`src/rtl/dds_sweep_ctrl.sv`:
```
// dds_sweep_ctrl
//   Frequency-sweep sequencer for the DDS sine/cosine core. Steps the DDS
//   tuning word from a start word up to an inclusive stop word in fixed
//   increments. Each point is held for a programmable number of clk cycles.
//   Supports single-shot sweeps and repeating sweeps.
//
// Ports
//   clk            in   system clock (DDS clock domain)
//   rst            in   asynchronous active-high reset
//   cfg_start_ftw  in   first tuning word of the sweep
//   cfg_stop_ftw   in   inclusive upper bound tuning word
//   cfg_step_ftw   in   increment per point
//   cfg_dwell      in   clk cycles each point is held (0 behaves as 1)
//   cfg_repeat     in   1 = wrap to start after the last point, 0 = single shot
//   start          in   one-cycle pulse, begins a sweep when idle
//   abort          in   one-cycle pulse, stops the sweep immediately
//   dds_data       out  tuning word to the DDS data input
//   dds_we         out  one-cycle write strobe to the DDS
//   busy           out  high from accepted start until done/abort
//   sweep_done     out  one-cycle pulse at the end of a single-shot sweep
//
// state  | meaning
// -------+-------------------------------------------------------------
// IDLE   | waiting for start; configuration is sampled on acceptance
// LOAD   | present cur to the DDS with a write strobe, arm dwell counter
// DWELL  | hold the current point until the dwell counter reaches 1
// STEP   | compute the next point or decide that the pass has ended
// DONE   | single-shot sweep finished; pulse sweep_done, drop busy

module dds_sweep_ctrl #(
  parameter int FTW_W   = 29,
  parameter int DWELL_W = 24
) (
  input  logic               clk,
  input  logic               rst,
  input  logic [FTW_W-1:0]   cfg_start_ftw,
  input  logic [FTW_W-1:0]   cfg_stop_ftw,
  input  logic [FTW_W-1:0]   cfg_step_ftw,
  input  logic [DWELL_W-1:0] cfg_dwell,
  input  logic               cfg_repeat,
  input  logic               start,
  input  logic               abort,
  output logic [FTW_W-1:0]   dds_data,
  output logic               dds_we,
  output logic               busy,
  output logic               sweep_done
);

  typedef enum logic [2:0] {
    S_IDLE  = 3'd0,
    S_LOAD  = 3'd1,
    S_DWELL = 3'd2,
    S_STEP  = 3'd3,
    S_DONE  = 3'd4
  } state_t;

  state_t             state_q, state_d;
  logic [FTW_W-1:0]   cur_q, cur_d;
  logic [FTW_W-1:0]   start_ftw_q, start_ftw_d;
  logic [FTW_W-1:0]   stop_ftw_q, stop_ftw_d;
  logic [FTW_W-1:0]   step_ftw_q, step_ftw_d;
  logic [DWELL_W-1:0] dwell_q, dwell_d;
  logic               repeat_q, repeat_d;
  logic [DWELL_W-1:0] cnt_q, cnt_d;
  logic [FTW_W-1:0]   dds_data_q, dds_data_d;
  logic               dds_we_q, dds_we_d;
  logic               busy_q, busy_d;
  logic               done_q, done_d;

  // One extra bit so an overflowing step is seen as a carry, never a wrap.
  logic [FTW_W:0]     next_ftw;
  logic               pass_end;

  assign next_ftw = {1'b0, cur_q} + {1'b0, step_ftw_q};
  assign pass_end = (step_ftw_q == '0) || next_ftw[FTW_W] ||
                    (next_ftw[FTW_W-1:0] > stop_ftw_q);

  always_comb begin
    state_d     = state_q;
    cur_d       = cur_q;
    start_ftw_d = start_ftw_q;
    stop_ftw_d  = stop_ftw_q;
    step_ftw_d  = step_ftw_q;
    dwell_d     = dwell_q;
    repeat_d    = repeat_q;
    cnt_d       = cnt_q;
    dds_data_d  = dds_data_q;
    dds_we_d    = 1'b0;
    busy_d      = busy_q;
    done_d      = 1'b0;

    case (state_q)
      S_IDLE: begin
        if (start && !abort) begin
          start_ftw_d = cfg_start_ftw;
          stop_ftw_d  = cfg_stop_ftw;
          step_ftw_d  = cfg_step_ftw;
          // Clamp here so the dwell counter never has to handle zero.
          dwell_d     = (cfg_dwell == '0) ? DWELL_W'(1) : cfg_dwell;
          repeat_d    = cfg_repeat;
          cur_d       = cfg_start_ftw;
          busy_d      = 1'b1;
          state_d     = S_LOAD;
        end
      end
      S_LOAD: begin
        dds_data_d = cur_q;
        dds_we_d   = 1'b1;
        cnt_d      = dwell_q;
        state_d    = S_DWELL;
      end
      S_DWELL: begin
        if (cnt_q <= DWELL_W'(1)) begin
          state_d = S_STEP;
        end else begin
          cnt_d = cnt_q - DWELL_W'(1);
        end
      end
      S_STEP: begin
        if (pass_end) begin
          if (repeat_q) begin
            cur_d   = start_ftw_q;
            state_d = S_LOAD;
          end else begin
            state_d = S_DONE;
          end
        end else begin
          cur_d   = next_ftw[FTW_W-1:0];
          state_d = S_LOAD;
        end
      end
      S_DONE: begin
        done_d  = 1'b1;
        busy_d  = 1'b0;
        state_d = S_IDLE;
      end
      default: begin
        state_d = S_IDLE;
        busy_d  = 1'b0;
      end
    endcase

    // Abort overrides everything, including a strobe LOAD would issue now.
    if (abort && (state_q != S_IDLE)) begin
      state_d    = S_IDLE;
      busy_d     = 1'b0;
      dds_we_d   = 1'b0;
      done_d     = 1'b0;
      dds_data_d = dds_data_q;
    end
  end

  always_ff @(posedge clk or posedge rst) begin
    if (rst) begin
      state_q     <= S_IDLE;
      cur_q       <= '0;
      start_ftw_q <= '0;
      stop_ftw_q  <= '0;
      step_ftw_q  <= '0;
      dwell_q     <= '0;
      repeat_q    <= 1'b0;
      cnt_q       <= '0;
      dds_data_q  <= '0;
      dds_we_q    <= 1'b0;
      busy_q      <= 1'b0;
      done_q      <= 1'b0;
    end else begin
      state_q     <= state_d;
      cur_q       <= cur_d;
      start_ftw_q <= start_ftw_d;
      stop_ftw_q  <= stop_ftw_d;
      step_ftw_q  <= step_ftw_d;
      dwell_q     <= dwell_d;
      repeat_q    <= repeat_d;
      cnt_q       <= cnt_d;
      dds_data_q  <= dds_data_d;
      dds_we_q    <= dds_we_d;
      busy_q      <= busy_d;
      done_q      <= done_d;
    end
  end

  assign dds_data   = dds_data_q;
  assign dds_we     = dds_we_q;
  assign busy       = busy_q;
  assign sweep_done = done_q;

endmodule

```
`config.mk`:
```
export PLATFORM = sky130hd
export DESIGN_NAME = dds_sweep_ctrl
export DESIGN_NICKNAME = d
export VERILOG_FILES = /design/src/rtl/dds_sweep_ctrl.sv
export SDC_FILE = /design/constraint.sdc
export NUM_CORES = 1
export LEC_CHECK = 0
export BUFFER_PORTS_ARGS = -buffer_cell sky130_fd_sc_hd__buf_2
export CAP_MARGIN = 0
export CORE_MARGIN = 2
export CORE_UTILIZATION = 53
export DETAILED_ROUTE_END_ITERATION = 10
export PLACE_DENSITY = 0.84
export SYNTH_ARGS = -nofsm -noshare
export SYNTH_HDL_FRONTEND = slang
export SYNTH_SLANG_ARGS = --single-unit
```
`constraint.sdc`:
```
create_clock -name clk -period 7.2 [get_ports clk]
set_input_delay 1.44 -clock clk [delete_from_list [all_inputs] [get_ports clk]]
set_output_delay 1.44 -clock clk [all_outputs]
set_load 0.01 [all_outputs]
```
==> qor.txt <==
Final period util - 75.6%
first-pass detailed-route iteration total - 5
final setup skew - 0.0177 ns
maximum fanout along the worst path - 19
post-synth net total - 1196
Remaining DRCs - 0
wire length per cell - 18.5 um
Syn-to-layout area delta - 14.5%
Sequential Area - 5000 um^2
Synth Warn # - 0
final core utilization - 61.5%
vias - 8558
Mapped Cells - 1019
final setup vio count - 0
Slew HR - 19.7%
Distinct cells, synth - 61
min cycle time layout - 5.44 ns
Setup Buffers After CTS - 0
Worst EP arrival - 5.80 ns
fmax - 184 MHz
Mean Syn Cell Area - 10.6 um^2
WS Path Type - reg -> reg
Place WS - 1.88 ns
Layout Nets - 1319
Final Max Tran Viols - 0
placer congestion estimate - 0.931
die area - 21500 um^2
most common cell after layout, fill and taps aside - dfrtp_1
clock root cell - clkbuf_16
Synth Flop Type - dfrtp_1
worst reg2reg path endpoint - cur_q[10]
1st-iter DRT viols - 539
Hold Path End - cnt_q[23]
first-pass GRT wire length - 42700 um
crit path from - cur_q[0]
total congestion overflow - 0
maximum root-to-sink buffer count - 2
fin worst setup slack - 1.76 ns
Multi-input gate area - 5410 um^2
Layout fillers - 1602
flop2flop setup slack - 1.76 ns
critical path capture point type - flip-flop
commonest cells after routing, fill and taps aside - dfrtp_1, buf_2, mux2_2
status - finished, final reports clean
CP Launch Type - flip-flop
Sink Count - 200
Synth Cell Area - 10800 um^2
Clock transition at path regs - 0.08 ns
Synth area leader - dfrtp_1
unrepaired setup endpoints after global routing - no
sequential area share after synthesis - 46.4%
setup total negative slack - 0 ns
Core ar. - 20100 um^2
max-cap viol count - 0
cts bufs inserted - 17
HP Class - reg -> reg
hold buffer count at CTS - 0
placed wire-length estimate - 18800 um
GRT Util Overall - 24.8%
async set-reset flop share out of synthesis - 100%
Register-to-Register Path Depth - 23
Worst Path Required - 7.56 ns
clk_lat worst skew - 0.45 ns
Hold Fails Final Rpt - 0
hold path cells - 1
number of synthesized flops with an enable pin - 0
reg-to-reg startpoint - cur_q[0]
Routed Antenna Nets - 0
FP Rows - 52
die width - 147 um
PostCTS Resize Cnt - 0
H-tree depth - 4
vias in the first global route - 8597
worst hold start - dwell_q[23]
I/O Buffers - 147
top cells by area, synth - dfrtp_1, mux2_2, ha_1
worst slew pin tran - 1.20 ns
top-area cell type share of the netlist area - 46.4%
largest net degree at the start of global routing - 128
Starting Density - 53.7%
vias per cell - 6.00
overall routed net length - 26400 um
io pins - 148
layout cell share with drive strength beyond 1 - 29.7%
initial antenna violation count - 1
FF+latch count, synth - 200
CTS tree - done
Die H - 147 um
## area by class of cell
type | instances | area share [%]
Clock inverter | 15 | 1.42
Inverter | 53 | 1.67
Clock buffer | 17 | 3.44
Multi-Input combinational cell | 715 | 43.8
Tap cell | 270 | 2.73
Sequential cell | 200 | 40.5
Antenna cell | 1 | 0.0203
Timing Repair Buffer | 155 | 6.44
## worst max-delay path by stage
stage / end / slack, ns / cells past startpoint
finish: cur_q[10] / 1.76 / 23
global route: cur_q[10] / 1.28 / 23
CTS: cur_q[10] / 1.81 / 23
detailed placement: cur_q[23] / 1.88 / 21
global placement: cur_q[26] / 2.04 / 23
floorplan: busy / 0.31 / 1
## kinds of logic after synthesis
logic type	after synthesis	synth area share [%]
xor+xnor	25	2.03
mux	141	14.7
fa+ha+maj	61	7.14
flops	200	46.4
simple gates	208	10.3
compound gates	280	15.7
buf+inv	104	3.71
## metal layers
metal | vias up | wire [um] | global-route usage, %
met2 | 291 | 13100 | 42.3
met3 | 36 | 1540 | 4.72
met5 | - | 0 | 0
met4 | 0 | 510 | 7.09
met1 | 4231 | 11200 | 32.6
li1 | 4000 | - | -
## metrics by stage
| stage | hold slack [ns] | cells | instance area (um^2) |
|---|---|---|---|
| 3_5_place_dp | 0.471 | 1393 | 11800 |
| 6_report | 0.480 | 1426 | 12400 |
| 2_1_floorplan | 0.444 | 1019 | 10800 |
| 3_3_place_gp | 0.458 | 1393 | 11800 |
| 5_1_grt | 0.488 | 1425 | 12400 |
| 4_1_cts | 0.481 | 1425 | 12400 |
## Yosys cell counts, drive strengths merged, types with 3 or more instances
cell	instances
and4	5
xnor2	14
clkbuf	38
nor3	17
a211oi	6
or4	3
nor2	61
nand2b	5
o21a	5
a22o	3
nor4	22
a21o	22
a21oi	80
a31oi	11
o21ai	81
and3	4
dfrtp	200
a22oi	10
mux2	140
inv	53
a221oi	7
ha	60
xor2	11
and2	4
buf	13
nand3	7
o22a	4
o22ai	24
nor2b	5
nand4	10
nand2	34
or2	5
o21bai	4
o211ai	7
nand3b	22
## registers in the layout, indices dropped and copies added (netlist names)
signal and cells:
state_q 3, dwell_q 24, start_ftw_q 29, step_ftw_q 29
repeat_q 1, sweep_done 1, busy 1, dds_we 1
stop_ftw_q 29, cnt_q 24, cur_q 29, dds_data 29
## critical path, cell delays in order (launching register included)
cell       delay, ns
dfrtp_1         0.39
ha_1            0.21
inv_1           0.06
fa_1            0.40
nor2b_1         0.17
o2111ai_1       0.18
a211oi_1        0.38
o21ai_1         0.14
a21boi_0        0.34
o21a_1          0.16
nor2_1          0.04
xor2_1          0.18
inv_1           0.07
ha_1            0.28
a21oi_1         0.14
o21ai_0         0.11
a221oi_1        0.41
o21ai_0         0.15
o21ai_1         0.15
o211ai_1        0.14
o21bai_2        0.51
buf_4           0.39
o22ai_1         0.16
a21oi_1         0.19
Power is not shown: default switching activity piles up to over one toggle a cycle in this logic, so the estimate is an artifact.
